## config.mk

```make
export PLATFORM = sky130hd
export DESIGN_NAME = bot_feedback_reader
export DESIGN_NICKNAME = d
export VERILOG_FILES = /design/src/rtl/bot_feedback_reader.sv
export SDC_FILE = /design/constraint.sdc
export NUM_CORES = 1
export LEC_CHECK = 0
export ABC_AREA = 1
export CAP_MARGIN = 20
export CELL_PAD_IN_SITES_DETAIL_PLACEMENT = 1
export CELL_PAD_IN_SITES_GLOBAL_PLACEMENT = 1
export CORE_MARGIN = 1
export CORE_UTILIZATION = 40
export CTS_CLUSTER_SIZE = 30
export DETAILED_ROUTE_END_ITERATION = 8
export PLACE_DENSITY = 0.84
export SLEW_MARGIN = 20
export SYNTH_ARGS = -nofsm -noshare
export SYNTH_HDL_FRONTEND = slang
export SYNTH_SLANG_ARGS = --single-unit
```

## constraint.sdc

```tcl
create_clock -name clk -period 3.5 [get_ports clk]
set_input_delay 0.7 -clock clk [delete_from_list [all_inputs] [get_ports clk]]
set_output_delay 0.7 -clock clk [all_outputs]
set_load 0.01 [all_outputs]
```

## src/rtl/bot_feedback_reader.sv

```systemverilog
// Three-slot bot feedback mailbox drained round-robin onto one report stream.
// Optional per-bot stale detection is compiled in with BOT_STALE_TIMEOUT_EN.
module bot_feedback_reader #(
   parameter int W           = 16,
   parameter int FRAC        = 11,
   parameter int TIMEOUT_CYC = 1000
) (
   input  logic           clk,
   input  logic           rst_n,
   input  logic [2:0]     bot_valid,
   input  logic [3*W-1:0] px_bin,
   input  logic [3*W-1:0] py_bin,
   output logic [2:0]     bot_rdy,
   output logic           out_valid,
   input  logic           out_ready,
   output logic [1:0]     out_id,
   output logic [W-1:0]   out_px,
   output logic [W-1:0]   out_py,
   output logic           frame_done,
   output logic [2:0]     stale
);

   // Handshakes (bot side and report side): a word moves on a rising edge where
   // valid and ready are both high; raised valid holds its data until that edge.

   if (FRAC > W) begin : g_frac_range
      $error("FRAC must not exceed W");
   end
   if (TIMEOUT_CYC < 1) begin : g_timeout_range
      $error("TIMEOUT_CYC must be at least 1");
   end

   typedef enum logic {
      ST_IDLE    = 1'b0,
      ST_PRESENT = 1'b1
   } out_state_t;

   out_state_t   state;
   out_state_t   state_nxt;

   logic [2:0]   slot_full;
   logic [W-1:0] slot_px [3];
   logic [W-1:0] slot_py [3];
   logic [2:0]   accept;

   logic [1:0]   last_id;
   logic [2:0]   seen;
   logic [2:0]   id_onehot;

   logic [1:0]   cand1;
   logic [1:0]   cand2;
   logic [1:0]   cand3;
   logic         grant_any;
   logic [1:0]   grant_id;
   logic         load;
   logic         xfer;

   function automatic logic [1:0] next_id(input logic [1:0] id);
      return (id == 2'd2) ? 2'd0 : id + 2'd1;
   endfunction

   assign accept  = bot_valid & ~slot_full;
   assign bot_rdy = ~slot_full;

   // Search starts just after the last served bot, so a busy bot cannot starve the others.
   always_comb begin
      cand1     = next_id(last_id);
      cand2     = next_id(cand1);
      cand3     = next_id(cand2);
      grant_any = 1'b1;
      grant_id  = 2'd0;
      if (slot_full[cand1]) begin
         grant_id = cand1;
      end else if (slot_full[cand2]) begin
         grant_id = cand2;
      end else if (slot_full[cand3]) begin
         grant_id = cand3;
      end else begin
         grant_any = 1'b0;
      end
   end

   always_ff @(posedge clk or negedge rst_n) begin
      if (!rst_n) begin
         state <= ST_IDLE;
      end else begin
         state <= state_nxt;
      end
   end

   always_comb begin
      state_nxt = state;
      case (state)
         ST_IDLE:    if (grant_any) state_nxt = ST_PRESENT;
         ST_PRESENT: if (out_ready) state_nxt = ST_IDLE;
         default:    state_nxt = ST_IDLE;
      endcase
   end

   // IDLE always lasts at least one cycle after a transfer, giving the bubble.
   always_comb begin
      out_valid = (state == ST_PRESENT);
      load      = (state == ST_IDLE) && grant_any;
      xfer      = (state == ST_PRESENT) && out_ready;
   end

   always_ff @(posedge clk or negedge rst_n) begin
      if (!rst_n) begin
         slot_full <= '0;
         for (int i = 0; i < 3; i++) begin
            slot_px[i] <= '0;
            slot_py[i] <= '0;
         end
      end else begin
         for (int i = 0; i < 3; i++) begin
            if (xfer && (out_id == i[1:0])) begin
               slot_full[i] <= 1'b0;
            end else if (accept[i]) begin
               slot_full[i] <= 1'b1;
               slot_px[i]   <= px_bin[i*W +: W];
               slot_py[i]   <= py_bin[i*W +: W];
            end
         end
      end
   end

   always_ff @(posedge clk or negedge rst_n) begin
      if (!rst_n) begin
         out_id <= 2'd0;
         out_px <= '0;
         out_py <= '0;
      end else if (load) begin
         out_id <= grant_id;
         out_px <= slot_px[grant_id];
         out_py <= slot_py[grant_id];
      end
   end

   assign id_onehot = 3'b001 << out_id;

   always_ff @(posedge clk or negedge rst_n) begin
      if (!rst_n) begin
         last_id    <= 2'd2;
         seen       <= '0;
         frame_done <= 1'b0;
      end else begin
         frame_done <= 1'b0;
         if (xfer) begin
            last_id <= out_id;
            if ((seen | id_onehot) == 3'b111) begin
               seen       <= '0;
               frame_done <= 1'b1;
            end else begin
               seen <= seen | id_onehot;
            end
         end
      end
   end

`ifdef BOT_STALE_TIMEOUT_EN
   localparam int            CW      = $clog2(TIMEOUT_CYC + 1);
   localparam logic [CW-1:0] CNT_MAX = CW'(TIMEOUT_CYC);

   logic [CW-1:0] stale_cnt [3];

   // Counts cycles since the bot was last accepted, parking at the limit.
   always_ff @(posedge clk or negedge rst_n) begin
      if (!rst_n) begin
         for (int i = 0; i < 3; i++) begin
            stale_cnt[i] <= '0;
         end
      end else begin
         for (int i = 0; i < 3; i++) begin
            if (accept[i]) begin
               stale_cnt[i] <= '0;
            end else if (stale_cnt[i] != CNT_MAX) begin
               stale_cnt[i] <= stale_cnt[i] + 1'b1;
            end
         end
      end
   end

   always_comb begin
      for (int i = 0; i < 3; i++) begin
         stale[i] = (stale_cnt[i] == CNT_MAX);
      end
   end
`else
   assign stale = 3'b000;
`endif

endmodule

```

==> results.toml, run 1 <==
[run]
drv_cap = 0

[hold_path]
hold_class = "input port to asynchronous set/reset pin"

[detailed_routing]
first_pass_iters = 5
finalWirelength_mm = 19.3
avgViaCountPerCell = 4.96
ant_nets = 0
num_vias = 5923
wl_per_cell_um = 16.2
drt_iter0_drc = 309
drc = 0

[floorplan]
fp.coreArea_mm2 = 0.0161
io_pins = 144
dieArea_mm2 = 0.0173
initial_core_util_pct = 41.7
die_height_um = 132
core.rowCount = 46
dieWidth_um = 132

[global_routing]
grt_overflow = 0
antenna_found_initial = 1
use_met3_pct = 3.94
use_met1_pct = 28.9
grt_use_met2_pct = 41.7
grt_pass1_vias = 6317
grt_use_total_pct = 23.5
grt.busiest_layer = "met2"
grt_pass1_wl_mm = 32.1
grt_max_degree = 78

[setup_path]
start_kind = "flip-flop"
worstPathMaxFanout = 33
cp.arrival_ns = 2.94
crit_type = "flip-flop to flip-flop"
required_ns = 3.85
end_kind = "flip-flop"

[clocking]
clock-root-buffer = "clkbuf_16"
tritoncts = "built"
worst_skew_pair.late_latency_ns = 0.41
cts_resized = 0
cts_made_buffers = 17
clk_path_buf_depth = 2
clk_pin_slew_ns = 0.06
cts_sinks = 140
holdBufCountCts = 0
cts_setup_buffers = 0
cts.htree.levels = 4

[synthesis]
post-synth-top-count-cell = "nand2_1"
synth_edf_count = 0
async_flop_share_pct = 100
ys_seq_area_share_pct = 52.2
yosysWarningCount = 0
synth_cells = 849
syn_avg_cell_area_um2 = 7.91
synth_top_area_cell = "dfrtp_1"
syn_area_mm2 = 0.00671
synthFlopType = "dfrtp_1"
synth_cell_types = 27
ys_top_cells_by_area = "dfrtp_1 52%, nand2_1 15%, inv_1 6.0%, nand3_1 5.9%, a21oi_1 3.4%"
yosysTopAreaCellShare_pct = 51.8
synth_common_cells = "268 x nand2_1, 139 x dfrtp_1, 107 x inv_1"
synth_seq_cells = 140

[timing]
clock_skew_ns = 0.00748
finalSetupViolations = 0
max_slew_margin_pct = 33.0
slew_violations = 0
hold_viol_final = 0
fin_tns_setup_ns = 0
period_needed_ns = 2.59
fin_crit_sh_pct = 74.1
fmax_mhz = 386
rsz0062_at_grt = "false"
tightest_slew_ns = 1.00

[power_and_ir_drop]
power_uw = 8620
ir_drop_mv = 0.552
p_leak_uw = 0.00445
power.density_mw_per_mm2 = 993

[cells_and_area]
final_nets = 1070
design_area_mm2 = 0.00869
layout-drive-gt1-share_pct = 5.64
area_growth_pct = 29.4

[place]
gp_congestion = 0.780
placed_area_mm2 = 0.00818
portBuffers = 140
dp_hpwl_mm = 12.5

[status]
outcome = "finished, final reports clean"
-- stage by stage --
stage	setup WS, ns	hold slack, ns	std cells	utilization, %
after floorplan	1.83	0.404	851	-
after global placement	0.926	0.457	1165	50.7
after detailed placement	0.835	0.465	1165	50.7
after CTS	0.874	0.339	1192	53.9
after global routing	0.702	0.365	1193	53.9
final	0.907	0.292	1193	53.9
-- per-layer routing --
layer / part of all wire (%) / vias up
met3: 3.1 / 21
met5: 0 / -
met1: 44 / 2907
met2: 51 / 135
li1: - / 2860
met4: 1.3 / 0
-- final cells by class --
cell class                      instances  area, um2
Fill cell                            1951       7430
Sequential cell                       140       3500
Multi-Input combinational cell        546       2460
Timing Repair Buffer                  151       1520
Clock buffer                           24        492
Inverter                              112        423
Tap cell                              216        270
Clock inverter                          3       15.0
Antenna cell                            1       2.50
-- cell families after synthesis --
kind of cell    count (synthesis)  share of synthesized area (%)
compound gates                114                           9.00
buf+inv                       165                           11.6
flops                         140                           52.2
other cells                     1                         0.0559
simple gates                  429                           27.2
-- worst max-delay path: stages, from the launching register on --
cell	delay, ns
dfstp_2	0.66
nor2_2	0.10
nand2_1	0.08
o21ai_0	0.14
o21ai_4	0.40
nand2_2	0.70
nand2_1	0.24
nand3_1	0.11
nand2_1	0.10
-- final timing paths --
kind                            cells after the start  slack, ns        from    endpoint
worst max register to register                      8       0.91  last_id[1]  out_px[14]
max in group asynchronous                           2       2.34       rst_n  out_py[11]
min in group clk                                    2       0.48   out_py[4]   out_py[4]
worst max-delay path                                8       0.91  last_id[1]  out_px[14]
worst min register to register                      2       0.48   out_py[4]   out_py[4]
worst min-delay path                                1       0.29       rst_n  frame_done
-- state kept, by name (all words and copies together) (netlist names) --
| name | count |
|---|---|
| out_px | 16 |
| last_id | 2 |
| slot_py | 48 |
| frame_done | 1 |
| out_py | 16 |
| out_valid | 1 |
| out_id | 2 |
| slot_full | 3 |
| slot_px | 48 |
| seen | 3 |
-- cells in the final DEF, fill, tap and decap left out --
| cell | n |
|---|---|
| nor2_1 | 51 |
| nor3_1 | 1 |
| clkbuf_8 | 4 |
| inv_1 | 107 |
| buf_6 | 1 |
| nand3_2 | 3 |
| nand3_1 | 79 |
| o21ai_1 | 25 |
| buf_12 | 3 |
| nand2_1 | 267 |
| o211ai_4 | 2 |
| nor2_2 | 2 |
| buf_4 | 8 |
| clkbuf_1 | 3 |
| nand2_2 | 5 |
| conb_1 | 3 |
| o21ai_4 | 1 |
| clkdlybuf4s50_1 | 139 |
| dfrtp_1 | 139 |
| o21bai_1 | 1 |
| o21ai_0 | 39 |
| nand3b_1 | 21 |
| a21oi_1 | 45 |
| clkinv_2 | 3 |
| inv_4 | 1 |
| diode_2 | 1 |
| inv_2 | 4 |
| o22a_1 | 1 |
| clkbuf_16 | 17 |
| dfstp_2 | 1 |
-- power by group --
group | switching [uW] | internal, uW | total, uW
Sequential | 410 | 2380 | 2790
Combinational | 2640 | 1610 | 4250
Clock | 626 | 957 | 1580
Total | 3680 | 4950 | 8620
No activity file was read; power rests on OpenSTA's default activity.
==> inputs of run 2 (changes only) <==
Settings changed: CORE_UTILIZATION 40 to 34, PLACE_DENSITY 0.84 to 0.76.
Clock period 3.5 ns to 2.3 ns, I/O delays scaled along.
==> run 2 against run 1 <==
  * Global-route usage fell by 3.1 points
  * Critical path type is now flip-flop to output pin
  * Largest cell class unchanged
  * Critical path depth down 7
  * Clock power increased by 84%
  * Routed wire length is 0.63% higher
  * Utilization is 7.6 points lower
  * Count of clock-buffer cells in the layout decreased by 7
  * Sequential share of layout area decreased by 1.3 points
  * Final cell count rose by 5.4%
==> results.toml, run 2 (synthesized netlist as in run 1, its figures left out) <==
[detailed_routing]
num_vias = 5901
ant_nets = 0
finalWirelength_mm = 19.4
drc = 0
avgViaCountPerCell = 4.69
wl_per_cell_um = 15.4
drt_iter0_drc = 233
first_pass_iters = 4

[cells_and_area]
design_area_mm2 = 0.00898
num_antenna_cells = 0
fillers = 2394
reg.largest.list = "slot_px x48, slot_py x48"
final_cell_mix = "267 x nand2_1, 139 x dfrtp_1, 139 x clkdlybuf4s50_1"
layout_commonest_cell = "nand2_1"
layout-drive-gt1-share_pct = 7.36
area_growth_pct = 33.8
final_nets = 1081

[setup_path]
worstPathMaxFanout = 9
crit_buf_inv = 1
r2r_cells = 10
start_kind = "flip-flop"
crit_chain = "clkdlybuf4s50_1"
cp.arrival_ns = 1.63
path_depth = 1
end_kind = "output pin"
required_ns = 1.84
critPathTopFamily = "buffers and inverters"
slowest_delay_ns = 0.62
crit_type = "flip-flop to output pin"
cp_slowest_cell = "clkdlybuf4s50_1"

[timing]
fin_crit_sh_pct = 90.7
rsz0062_at_grt = "false"
fmax_mhz = 479
tightest_slew_ns = 0.686
fin_tns_setup_ns = 0
hold_viol_final = 0
slew_violations = 0
clock_skew_ns = 0.0123
finalSetupViolations = 0
period_needed_ns = 2.09
max_slew_margin_pct = 54.2

[global_routing]
use_met1_pct = 26.5
use_met3_pct = 2.89
grt_max_degree = 65
grt_use_total_pct = 20.4
grt_pass1_wl_mm = 31.8
grt_overflow = 0
grt_pass1_vias = 6210
grt.busiest_layer = "met2"
grt_use_met2_pct = 34.4
antenna_found_initial = 0

[hold_path]
hold_class = "flip-flop to flip-flop"
min_path_cells = 2

[run]
drv_cap = 0

[clocking]
cts_made_buffers = 17
cts_sinks = 140
clock-root-buffer = "clkbuf_16"
worst_skew_pair.late_latency_ns = 0.42
cts_resized = 0
cts.htree.levels = 4
tritoncts = "built"
clk_pin_slew_ns = 0.06
clk_path_buf_depth = 2

[floorplan]
initial_core_util_pct = 34.6
io_pins = 144
core.rowCount = 51
fp.coreArea_mm2 = 0.0194
dieArea_mm2 = 0.0203
die_height_um = 143
dieWidth_um = 143

[place]
gp_congestion = 0.768
portBuffers = 140
placed_area_mm2 = 0.00835
dp_hpwl_mm = 13.1

[status]
outcome = "finished, final reports clean"

[power_and_ir_drop]
ir_drop_mv = 0.566
p_leak_uw = 0.00457
power_uw = 13800
power.density_mw_per_mm2 = 1540
## run 2: final cells by class
class | instances | area (um2) | share of cell area [%]
timing repair buffer | 162 | 1650 | 18.3
clock buffer | 17 | 425 | 4.74
multi-input combinational | 546 | 2460 | 27.4
tap | 265 | 332 | 3.69
sequential | 140 | 3500 | 39.0
clock inverter | 15 | 195 | 2.17
inverter | 112 | 423 | 4.71
## run 2: what timing repair did
| item | in CTS | in global routing |
|---|---|---|
| hold endpoints to repair | 29 | 0 |
| hold buffers | 1 | 0 |
| setup endpoints to repair | 0 | 0 |
| buffers inserted | 0 | 0 |
## run 2: final timing paths
check | start | to | slack [ns]
hold reg to reg | slot_py[26] | slot_py[26] | 0.48
min in group asynchronous | rst_n | out_px[8] | 0.57
setup reg to reg | last_id[1] | out_px[7] | 0.24
hold / removal | slot_py[26] | slot_py[26] | 0.48
max in group asynchronous | rst_n | slot_px[47] | 1.09
setup / recovery | out_id[1] | out_id[1] | 0.21
## run 2: routing by layer
layer | routed length (um) | vias up
li1 | - | 2884
met1 | 8910 | 2857
met2 | 9430 | 136
met3 | 692 | 24
met4 | 370 | 0
met5 | 0 | -
## run 2: metrics by stage
stage	hold WS, ns	std cells	worst slack (ns)	util [%]
2_1_floorplan	0.164	851	0.742	-
3_3_place_gp	0.442	1224	0.265	43.1
3_5_place_dp	0.442	1224	0.158	43.1
4_1_cts	0.482	1257	0.185	46.3
5_1_grt	0.498	1257	0.0203	46.3
6_report	0.481	1257	0.213	46.3
## run 2: power breakdown
group | internal [uW] | total [uW] | switching [uW] | leakage [uW]
clock network | 1810 | 2900 | 1090 | 0.000303
logic | 2600 | 6670 | 4070 | 0.00261
registers | 3620 | 4240 | 614 | 0.00165
## run 2: tightest hold or removal path: cells and delay by family, from the launching register on
| kind | cells | cell delay (ns) |
|---|---|---|
| AO/OA/AOI/OAI | 1 | 0.06 |
| flip-flops | 1 | 0.34 |
| AND/OR/NAND/NOR | 1 | 0.05 |
==> RTL edit 1 (settings of run 2) <==
The option `BOT_STALE_TIMEOUT_EN` is turned on by a define.
--- a/src/rtl/bot_feedback_reader.sv
+++ b/src/rtl/bot_feedback_reader.sv
@@ -1,5 +1,7 @@
 // Three-slot bot feedback mailbox drained round-robin onto one report stream.
 // Optional per-bot stale detection is compiled in with BOT_STALE_TIMEOUT_EN.
+`define BOT_STALE_TIMEOUT_EN
+
 module bot_feedback_reader #(
    parameter int W           = 16,
    parameter int FRAC        = 11,
Check against the original RTL: no difference found for any inputs over 4 cycles, from zero or initial values and one cycle with rst_n low; that may be too few to reach the edited logic, so the function may still have changed.
==> RTL edit 1 against run 2 <==
- via count grew 20%
- sequential cell count is 30 higher
- register-to-register slack improved by 0.17 ns
- cell count increased by 19%
- synthesized area is 19% higher
- worst hold slack lost 0.48 ns
- maximum frequency down 4.7%
- total power grew 5.8%
- design area up 16%
- count of clock-buffer cells in the layout grew 1
- die area rose by 19%
- worst setup slack worse by 0.10 ns
- wire length rose by 21%
==> RTL edit 1: results (changes against run 2) <==
[layout]
nets = 1278  ; +18%
drive_above_1_share = 0.06932  ; -0.004273
reg_top3 = slot_px (48), slot_py (48), stale_cnt (30)

[place]
place_ws_ns = 0.1963  ; +0.03804 ns
dp_hpwl_um = 15940  ; +21%
port-buffer-count = 143  ; +2.1%

[global_route]
grt_pass1_wl_um = 38710  ; +22%
grt_pass1_vias = 7423  ; +20%
grt_start_max_net_pins = 66  ; +1.5%
grt_usage = 0.2055  ; +0.001261

[sta]
fin_skew_ns = 0.009530  ; -0.002786 ns
period_share = 0.9521  ; +0.04465
tightestPinTransition_ns = 0.5737  ; -0.1124 ns

[synth]
synth_cell_types = 29  ; +7.4%
synth_seq_area_share = 0.5311  ; +0.008987
synth_xor_xnor_area_share = 0.002186  ; +0.002186
synthTopCellsByArea = dfrtp_1 (53%), nand2_1 (14%), inv_1 (6.7%), a21oi_1 (5.7%), nand3_1 (4.6%)
synthTopCellsByCount = nand2_1 (302), dfrtp_1 (169), inv_1 (143), nor2_1 (95), a21oi_1 (92)

[power]
vdd_ir_drop_max_v = 0.0007811  ; +38%
sw_frac_of_total = 0.4202  ; +0.002389
p_leak_nw = 5.413  ; +18%

[route]
drtIter0Drc = 284  ; +22%
totalWireLength_um = 23450  ; +21%
num_vias = 7070  ; +20%

[setup_path]
r2r_setup_slack_ns = 0.41  ; +0.17 ns
r2r-end = out_py[4]
crit_end = stale[1]
startpoint = stale_cnt[10]
crit_arrival_ns = 1.73  ; +0.10 ns

[outcome]
status = completed

==> RTL edit 1: cell types whose count changed after synthesis, moves of 25 or more <==
cell / run 2 / this run
a21oi_1: 45 / 92
dfrtp_1: 139 / 169
inv_1: 107 / 143
nand2_1: 268 / 302
nor2_1: 51 / 95
o21ai_1: 25 / 0
==> RTL edit 1: layer usage <==
layer | GRT usage | wire length (µm) | share of wire | vias up
met2 | 0.3553 | 11500 | 0.49 | 118
li1 | - | - | - | 3467
met3 | 0.03036 | 719 | 0.031 | 29
met4 | 0.06022 | 370 | 0.016 | 0
met1 | 0.2660 | 10860 | 0.46 | 3456
met5 | 0 | 0 | 0 | -
==> RTL edit 1: final cells by class <==
cell class,count,area (µm²)
Clock inverter,14,135.1
Timing Repair Buffer,169,1738
Sequential cell,170,4255
Fill cell,2824,12380
Inverter,150,563.0
Tap cell,313,391.6
Multi-Input combinational cell,662,2942
Clock buffer,18,439.2
==> RTL edit 1: cells by family (layout without fill, tap and decap cells) <==
family                   count (synthesis)  after routing
AO/OA/AOI/OAI                          151            151
XOR/XNOR                                 2              2
adder cells (fa/ha/maj)                  6              6
buffers and inverters                  194            351
flip-flops                             170            170
AND/OR/NAND/NOR                        503            503
==> RTL edit 1: metrics by stage <==
step / instance area [µm²] / hold WS (ns)
floorplan: 8013 / 0.1644
global placement: 9862 / 0.4665
detailed placement: 9862 / 0.4721
CTS: 10460 / 0.01244
global route: 10460 / 0.03657
finish: 10460 / 0.002534
==> RTL edit 1: timing repair <==
item | CTS | global route
pin swaps | 1 | 0
setup buffers | 3 | 1
endpoints found under the setup margin | 3 | 1
resized for setup | 4 | 1
endpoints found under the hold margin | 0 | 0
==> RTL edit 1: worst min path at each step <==
stage,startpoint,to,slack (ns),cells after the start
2_1_floorplan,rst_n,frame_done,0.16,0
3_3_place_gp,slot_py[5],slot_py[5],0.47,2
3_5_place_dp,out_py[5],out_py[5],0.47,2
4_1_cts,rst_n,stale_cnt[20],0.01,1
5_1_grt,rst_n,stale_cnt[20],0.04,1
6_report,rst_n,stale_cnt[23],0.003,1
==> RTL edit 1: power by group through the flow <==
stage                     registers (W)  logic (W)  clock network [W]
final                           0.00513    0.00665            0.00283
after CTS                       0.00514    0.00677            0.00291
after floorplan                 0.00511    0.00410                  0
after global routing            0.00529    0.00762            0.00302
after detailed placement        0.00519    0.00667                  0
after global placement          0.00514    0.00645                  0
==> RTL edit 1: worst max-delay path, cell delays in order, from the launching register on <==
cell,delay (ns)
dfrtp_1,0.41
inv_1,0.11
ha_1,0.16
nand3_1,0.07
nand3b_1,0.21
inv_2,0.11
clkdlybuf4s15_1,0.24
==> RTL edit 2 (settings of run 2) <==
Made on the original files. The parameter `W` goes from 16 to 32.
--- a/src/rtl/bot_feedback_reader.sv
+++ b/src/rtl/bot_feedback_reader.sv
@@ -1,7 +1,7 @@
 // Three-slot bot feedback mailbox drained round-robin onto one report stream.
 // Optional per-bot stale detection is compiled in with BOT_STALE_TIMEOUT_EN.
 module bot_feedback_reader #(
-   parameter int W           = 16,
+   parameter int W           = 32,
    parameter int FRAC        = 11,
    parameter int TIMEOUT_CYC = 1000
 ) (
Ports: changed (resized out_px, out_py, px_bin and py_bin); port bits go from 144 to 272. No check against the original RTL was run, so the function may have changed too.
==> RTL edit 2 against run 2 <==
- register-to-register slack got worse by 0.04 ns
- sequential share of layout area rose by 0.66 points
- clock power rose by 87%
- die area rose by 85%
- wire length rose by 110%
- worst setup slack got worse by 0.15 ns
- sequential cell count rose by 128
- total power rose by 94%
- count of clock-buffer cells in the layout rose by 27
- synthesized area rose by 86%
- design area rose by 88%
- critical path depth rose by 1
- critical endpoint is now bot_rdy[0]
- largest cell class unchanged
- highest routed layer unchanged
==> RTL edit 2: results (changes against run 2) <==
[sta]
timing.final.max_slew_violations = 0  ; unchanged
tightestPinTransition_ns = 0.5804  ; -0.1057 ns
fin_skew_ns = 0.01205  ; -0.0002634 ns
fmax_ghz = 0.4465  ; -6.8%

[synth]
synth_cell_types = 24  ; -11%
ys.flop_type = dfrtp_1
yosysWarningCount = 0  ; unchanged
synthTopCellsByCount = nand2_1 (440), dfrtp_1 (267), nand3_1 (166), inv_1 (143), nor2_1 (111)
synthArstFlopShare = 1.000  ; unchanged
synthTopCellsByArea = dfrtp_1 (54%), nand2_1 (13%), nand3_1 (6.7%), mux2_1 (5.4%), inv_1 (4.3%)
synth_seq_area_share = 0.5371  ; +0.01503

[setup_path]
worstSetupPathType = flop to output pin
r2r-end = out_px[31]
rr_worst_depth = 11  ; +1
critPathMaxFanout = 5  ; -4
timing.rr.start = last_id[1]
r2r_setup_slack_ns = 0.20  ; -0.04 ns
crit_arrival_ns = 1.78  ; +0.15 ns

[clocking]
clk_latency_ns = 0.55  ; +0.13 ns
h-tree-depth = 1  ; -3
path_clk_slew_ns = 0.06  ; about the same
root_buffer = clkbuf_16
clockBufferDepth = 3  ; +1
postCtsSetupBuffers = 0  ; unchanged
cts_buffers = 31  ; +14

[route]
first_pass_iters = 5  ; +1
num_vias = 10770  ; +83%
totalWireLength_um = 40120  ; +110%
drtIter0Drc = 436  ; +87%

[place]
place_ws_ns = 0.04295  ; -0.1153 ns
port-buffer-count = 268  ; +91%
place_area_um2 = 15760  ; +89%
place.gp.congestion = 0.7788  ; +1.5%
dp_hpwl_um = 26950  ; +110%

[global_route]
grt_start_max_net_pins = 81  ; +25%
grt_pass1_vias = 11800  ; +90%
grt_pass1_wl_um = 64780  ; +100%
grt_usage = 0.2161  ; +0.01181
antenna_found_initial = 4  ; +4

[layout]
drive_above_1_share = 0.06261  ; -0.01098
reg_top3 = slot_px (96), slot_py (96)
nets = 1915  ; +77%

[power]
vdd_ir_drop_max_v = 0.001091  ; +93%
p_int_w = 0.01571  ; +95%
p_leak_nw = 8.353  ; +83%

[outcome]
status = completed

[min_path]
hp-class = input pin to asynchronous set/reset pin

RTL edit 2: cell count changes after synthesis, sizes merged, moves of 11 or more:
cell	before	now
dfrtp	139	267
nand3b	21	32
mux2	0	64
inv	112	146
buf	50	93
a21oi	45	100
nor2	53	112
o21ai	65	41
nand3	82	167
nand2	272	442
RTL edit 2: timing repair:
action                                  4_1_cts  5_1_grt
endpoints found under the hold margin        45        0
gates resized for setup                       1        0
endpoints found under the setup margin        1        0
hold buffers                                  1        0
RTL edit 2: cell families after synthesis:
| group | Yosys count | synth area share |
|---|---|---|
| multiplexers | 64 | 0.05771 |
| AND/OR/NAND/NOR | 754 | 0.2541 |
| AO/OA/AOI/OAI | 143 | 0.05881 |
| buffers and inverters | 246 | 0.09197 |
| other | 1 | 0.0003003 |
| flip-flops | 268 | 0.5371 |
RTL edit 2: worst max-delay path, stage by stage, from the launching register on:
cell	delay [ns]
dfrtp_1	0.44
inv_1	0.21
clkdlybuf4s50_1	0.58
RTL edit 2: area by class of cell:
type	instances	area (µm²)
clock inverter	13	244.0
multi-input combinational	964	4711
clock buffer	44	884.6
inverter	146	548.0
sequential	268	6708
tap	461	576.8
antenna	4	10.01
fill	4157	18920
timing repair buffer	306	3226
RTL edit 2: metal layers:
| metal | track usage | up-vias | share of wire |
|---|---|---|---|
| li1 | - | 5133 | - |
| met1 | 0.2838 | 5343 | 0.45 |
| met2 | 0.3717 | 250 | 0.49 |
| met3 | 0.03357 | 45 | 0.048 |
| met4 | 0.05363 | 0 | 0.017 |
| met5 | 0 | - | 0 |
RTL edit 2: power by group through the flow:
stage,Sequential [W],Clock (W),Combinational [W]
after floorplan,0.00812,0,0.00823
after global placement,0.00809,0,0.0129
after detailed placement,0.00819,0,0.0133
after CTS,0.00815,0.00558,0.0135
after global routing,0.00838,0.00575,0.0148
final,0.00814,0.00542,0.0132
RTL edit 2: per-stage QoR:
stage               instances  hold WS [ns]
floorplan                1478        0.1644
global placement         2144        0.4136
detailed placement       2144        0.4134
CTS                      2202        0.4207
global route             2204        0.4579
finish                   2206        0.4337
RTL edit 2: how the worst max path moves through the flow:
stage	startpoint	to	cells past startpoint
CTS	slot_full[0]	bot_rdy[0]	2
global placement	out_ready	slot_px[64]	7
floorplan	out_id[0]	slot_px[0]	5
detailed placement	out_ready	slot_px[64]	7
global route	slot_full[0]	bot_rdy[0]	2
finish	slot_full[0]	bot_rdy[0]	2
